**src/rtl/frequency_pkg.sv**
```systemverilog
// frequency_pkg: constants and state encodings shared by frequency_generator and frequency_counter
package frequency_pkg;

    localparam int EDGE_BITS = 7;
    localparam logic [EDGE_BITS-1:0] MAX_EDGES = 7'd99;

    typedef enum logic [1:0] {
        STATE_IDLE = 2'b00,
        STATE_RUN  = 2'b01
    } state_e;

endpackage

```
**src/rtl/edge_accumulator.sv**
```systemverilog
// edge_accumulator: spreads 2N toggles evenly over a W-clock window and holds the square-wave flop
module edge_accumulator
    import frequency_pkg::*;
#(
    parameter int BITS = 12
) (
    input  logic               clk,
    input  logic               reset_n,
    input  logic               clear,
    input  logic [EDGE_BITS:0] step,
    input  logic [BITS:0]      w,
    output logic               signal
);

    logic [BITS:0] acc_q, acc_d, sum;
    logic          sig_q, sig_d, wrap;

    // Add the step and wrap against W; every wrap is one toggle, the boundary forces the last one low
    always_comb begin
        sum   = acc_q + {{(BITS-EDGE_BITS){1'b0}}, step};
        wrap  = sum >= w;
        acc_d = clear ? '0 : (wrap ? sum - w : sum);
        sig_d = !clear && (sig_q ^ wrap);
    end

    // Accumulator and toggle flop
    always_ff @(posedge clk or negedge reset_n) begin
        if (!reset_n) begin
            acc_q <= '0;
            sig_q <= 1'b0;
        end else begin
            acc_q <= acc_d;
            sig_q <= sig_d;
        end
    end

    assign signal = sig_q;

endmodule

```
**src/rtl/frequency_generator.sv**
```systemverilog
// frequency_generator: emits exactly N rising edges per (P+1)-clock window, parameters swapped only at window boundaries
module frequency_generator
    import frequency_pkg::*;
#(
    parameter int UPDATE_PERIOD = 1200,
    parameter int BITS          = 12
) (
    input  logic                 clk,
    input  logic                 reset_n,
    input  logic [BITS-1:0]      period,
    input  logic                 period_load,
    input  logic [EDGE_BITS-1:0] edges,
    input  logic                 edges_load,
    output logic                 signal,
    output logic                 window_start,
    output logic                 clamped
);

    logic                 rdy_q;
    logic [BITS-1:0]      period_sh_q, p_q, cnt_q, cnt_d, period_eff, half_d;
    logic [EDGE_BITS-1:0] edges_sh_q, n_q, n_d, edges_eff, lim_d;
    logic                 clamped_q, clamped_d, boundary;
    logic [BITS:0]        w, w_d;
    logic [EDGE_BITS:0]   step;
    state_e               state_q, state_d;

    // Clamp the incoming request (with same-cycle strobe bypass) to 99 and to one toggle per clock
    always_comb begin
        period_eff = period_load ? period : period_sh_q;
        edges_eff  = edges_load ? edges : edges_sh_q;
        w_d        = {1'b0, period_eff} + {{BITS{1'b0}}, 1'b1};
        half_d     = w_d[BITS:1];
        lim_d      = (half_d < {{(BITS-EDGE_BITS){1'b0}}, MAX_EDGES}) ? half_d[EDGE_BITS-1:0] : MAX_EDGES;
        n_d        = (edges_eff < lim_d) ? edges_eff : lim_d;
        clamped_d  = n_d != edges_eff;
        boundary   = rdy_q && (cnt_q == p_q);
        cnt_d      = boundary ? '0 : cnt_q + BITS'(1);
        w          = {1'b0, p_q} + {{BITS{1'b0}}, 1'b1};
        step       = (state_q == STATE_RUN) ? {n_q, 1'b0} : '0;
    end

    // Shadow registers follow the strobes; window counter and active set advance once out of reset
    always_ff @(posedge clk or negedge reset_n) begin
        if (!reset_n) begin
            rdy_q       <= 1'b0;
            period_sh_q <= BITS'(UPDATE_PERIOD);
            edges_sh_q  <= '0;
            p_q         <= BITS'(UPDATE_PERIOD);
            n_q         <= '0;
            clamped_q   <= 1'b0;
            cnt_q       <= '0;
        end else begin
            rdy_q <= 1'b1;
            if (period_load) period_sh_q <= period;
            if (edges_load) edges_sh_q <= edges;
            if (rdy_q) cnt_q <= cnt_d;
            if (boundary) begin
                p_q       <= period_eff;
                n_q       <= n_d;
                clamped_q <= clamped_d;
            end
        end
    end

    // Run state is decided only at the boundary from the newly loaded N
    always_comb begin
        state_d = state_q;
        case (state_q)
            STATE_IDLE, STATE_RUN: if (boundary) state_d = (n_d != '0) ? STATE_RUN : STATE_IDLE;
            default:               state_d = STATE_IDLE;
        endcase
    end

    // State register
    always_ff @(posedge clk or negedge reset_n) begin
        if (!reset_n) state_q <= STATE_IDLE;
        else          state_q <= state_d;
    end

    edge_accumulator #(.BITS(BITS)) u_acc (
        .clk     (clk),
        .reset_n (reset_n),
        .clear   (boundary),
        .step    (step),
        .w       (w),
        .signal  (signal)
    );

    assign window_start = rdy_q && (cnt_q == '0);
    assign clamped      = clamped_q;

endmodule

```
**config.mk**
```make
export PLATFORM = sky130hd
export DESIGN_NAME = frequency_generator
export DESIGN_NICKNAME = d
export VERILOG_FILES = /design/src/rtl/frequency_pkg.sv /design/src/rtl/edge_accumulator.sv /design/src/rtl/frequency_generator.sv
export SDC_FILE = /design/constraint.sdc
export NUM_CORES = 1
export LEC_CHECK = 0
export ABC_AREA = 1
export CELL_PAD_IN_SITES_DETAIL_PLACEMENT = 1
export CELL_PAD_IN_SITES_GLOBAL_PLACEMENT = 1
export CORE_MARGIN = 8
export CORE_UTILIZATION = 41
export CTS_CLUSTER_SIZE = 8
export DETAILED_ROUTE_END_ITERATION = 8
export GPL_TIMING_DRIVEN = 0
export PLACE_DENSITY = 0.84
export RECOVER_POWER = 25
export SLEW_MARGIN = 0
export SYNTH_ARGS = -nofsm -noshare
export SYNTH_HDL_FRONTEND = slang
export SYNTH_SLANG_ARGS = --single-unit
```
**constraint.sdc**
```tcl
create_clock -name clk -period 3.4 [get_ports clk]
set_input_delay 0.51 -clock clk [delete_from_list [all_inputs] [get_ports clk]]
set_output_delay 0.51 -clock clk [all_outputs]
set_load 0.03 [all_outputs]
```
==> out/metrics.yaml <==
drt:
  wl_um: 20600
  drt-wirelength-per-cell_um: 23.3
  vias: 5163
  ant_nets: 0
  drt_iter0_drc: 308
  dr.pass1.iters: 4
  route.detailed.drc: 0
  via_per_inst: 5.83
clock_tree:
  cts_sinks: 67
  cts_buffers: 9
  cts-root-buf: "clkbuf_16"
  clockBufferDepth: 2
  cts_tree: "yes"
  holdBufCountCts: 0
  clk_pin_slew_ps: 60
  clk_latency_ps: 360
  ctsHtreeMaxLevel: 3
synthesis:
  yosysMostFrequentCell: "nand2_1"
  synthDistinctLibCells: 49
  ys_seq_area_frac: 0.354
  synth_enable_flop_cells: 0
  async_flop_share: 1.00
  synth_area_per_cell_sq_um: 7.42
  yosys.area.top_type_share: 0.310
  synth.area.top_cells: "dfrtp_1, nand2_1, ha_1, inv_1, nor2_1"
  yosysWarnings: 0
  synthesis.nets: 697
  synth_area_sq_um: 4760
  yosysTopAreaCell: "dfrtp_1"
  ys.flop_type: "dfrtp_1"
  synth_commonest_cells: "nand2_1, inv_1, nor2_1"
  syn_inst: 642
  ys_ff_latch: 67
finish:
  nNetsFinal: 792
  antenna_cells: 0
  drive_above_1_share: 0.310
  area_growth_pct: 39.8
  layoutNonFillerInstCount: 885
critical_path:
  start_kind: "flip-flop"
  end_kind: "flip-flop"
  cp.required_ps: 3650
  arrival_ps: 4180
  crit_path_max_fanout: 5
  path_class: "reg2reg"
sta:
  worst_slack_ps: -537
  period_minus_slack_ps: 3940
  fin_skew_ps: 9.12
  slew_viol_final: 68
  rsz0062_at_grt: "true"
  finalCritPeriodShare: 1.16
  whs_ps: 539
  hold_viol_final: 0
  slew_headroom: -0.169
  tightest_slew_ps: 1750
  fmax_ghz: 0.254
  setup-violations-final: 23
grt:
  grt_usage: 0.212
  grt_use_met3: 0.0363
  grt_use_met2: 0.379
  grt_max_degree: 68
  grt_pass1_vias: 5025
  grt_pass1_wl_um: 25300
  use_met1: 0.251
  busiest_layer: "met2"
  gr-total-overflow: 0
  antenna_found_initial: 0
placement:
  gp_routability_congestion: 0.938
  dp_hpwl_um: 10300
  place_ws_ps: -1250
  dp.cells: 810
  port_buffers: 25
floorplan:
  pin_count: 26
  rows: 39
  die_x_um: 124
  start_util: 0.419
  die_area_sq_um: 15300
  coreArea_sq_um: 11400
  die_h_um: 124
power_and_ir_drop:
  peakVddDrop_v: 0.000288
  power.density_nw_per_um2: 401
  p_leak_nw: 3.15
status:
  status: "complete, but fails checks"
  violations: "capacitance limit, slew limit, setup timing"
job:
  drv_cap: 1
hold_path:
  worst_hold_path_type: "reg2reg"
==> worst max-delay path, cell delays in order, from the launching register on <==
cell and delay, ps:
dfrtp_2 430, nand2_1 100, inv_1 140, ha_4 180, inv_2 50, fa_2 400
o31ai_4 230, buf_4 160, xor2_1 190, inv_1 140, ha_4 280, nand2_1 130
nor2_1 80, nand2_1 100, o211ai_1 180, nand2_1 120, nand2_1 60, a21o_1 170
a21oi_1 160, nor2_1 60, nor2_1 110, xor2_1 190, nand2_2 50, nand2_1 50
nor2_1 60
==> state kept, by name, summed over array words and instances (netlist names) <==
signal / count
clamped: 1
cnt_q: 12
edges_sh_q: 7
n_q: 7
p_q: 12
period_sh_q: 12
rdy_q: 1
state_q: 1
u_acc.acc_q: 13
u_acc.signal: 1
==> metrics by stage <==
| stage | setup TNS (ps) | power [mW] | util | area (sq um) |
|---|---|---|---|---|
| after floorplan | 0 | 1.16 | - | 4820 |
| after global placement | -46500 | 1.27 | 0.462 | 5250 |
| after detailed placement | -17810 | 1.29 | 0.462 | 5250 |
| after CTS | -3330 | 2.46 | 0.539 | 6120 |
| after global routing | -11730 | 2.74 | 0.585 | 6660 |
| final | -7670 | 2.67 | 0.585 | 6660 |
==> area by class of cell <==
type                    count  area, sq um
fillers                  1342         4710
multi-input cells         466         3220
flip-flops and latches     67         1690
repair buffers             84          738
inverters                  95          364
clock buffers              10          239
well taps                 143          179
clock inverters             6          113
plain buffers              14          113
==> layout by cell type (no fill, tap or decap), types with 6 or more instances in the layout <==
master           synthesis  final
a21oi_2                  1     13
clkdlybuf4s50_1          0     17
clkbuf_16                0     10
xnor2_1                  8      8
nand3_1                 29     21
nor3_1                  15     13
nor2_1                  61     48
o21ai_2                  5     12
nand2_2                 10     25
buf_4                    0     53
inv_1                   92     79
ha_4                     0     13
nor2_2                   4     13
a21oi_1                 40     27
nand2_4                  2      9
dfstp_2                  8      8
inv_2                    2     13
clkbuf_1                10      7
nand3_2                  2      8
nand2_1                135    113
xor2_1                  22     19
nand4_1                  7      7
ha_1                    30     16
buf_6                    3      6
o21ai_0                 42     29
o21ai_1                  4      7
dfrtp_1                 59     58
==> path summary, 6_finish.rpt <==
path                                  from  slack (ps)  cells after the start              end
max reg2reg                     state_q[0]        -540                     24  u_acc.acc_q[11]
min                        period_sh_q[10]         540                      2  period_sh_q[10]
min reg2reg                period_sh_q[10]         540                      2  period_sh_q[10]
max in group asynchronous          reset_n        1610                      1       state_q[0]
min in group asynchronous          reset_n         620                      1  u_acc.acc_q[11]
max                             state_q[0]        -540                     24  u_acc.acc_q[11]
==> power by group <==
| part | switching (mW) | internal (mW) |
|---|---|---|
| clock network | 0.403 | 0.738 |
| registers | 0.0551 | 0.854 |
| logic | 0.371 | 0.248 |
| total | 0.829 | 1.84 |
==> per-layer routing <==
layer  vias up  part of all wire  wire length, um
li1       2267                 -                -
met1      2602              0.38             7910
met2       206              0.51            10500
met3        88             0.054             1110
met4         0             0.055             1140
met5         -                 0                0
==> what timing repair did <==
| item | CTS | global route |
|---|---|---|
| gates resized for setup | 81 | 90 |
| cloned | 2 | 2 |
| pin swaps | 49 | 60 |
| setup endpoints to repair | 23 | 23 |
| setup buffers | 30 | 27 |
==> cell families (layout without fill, tap and decap cells) <==
| logic type | after synthesis | count (layout) | synth area share |
|---|---|---|---|
| buf+inv | 110 | 209 | 0.0938 |
| xor+xnor | 30 | 30 | 0.0552 |
| mux | 1 | 1 | 0.00236 |
| simple gates | 287 | 288 | 0.269 |
| fa+ha+maj | 32 | 32 | 0.0872 |
| compound gates | 114 | 114 | 0.138 |
| flops | 67 | 67 | 0.354 |
| other cells | 1 | 1 | 0.000787 |
No activity file was read; power rests on OpenSTA's default activity.
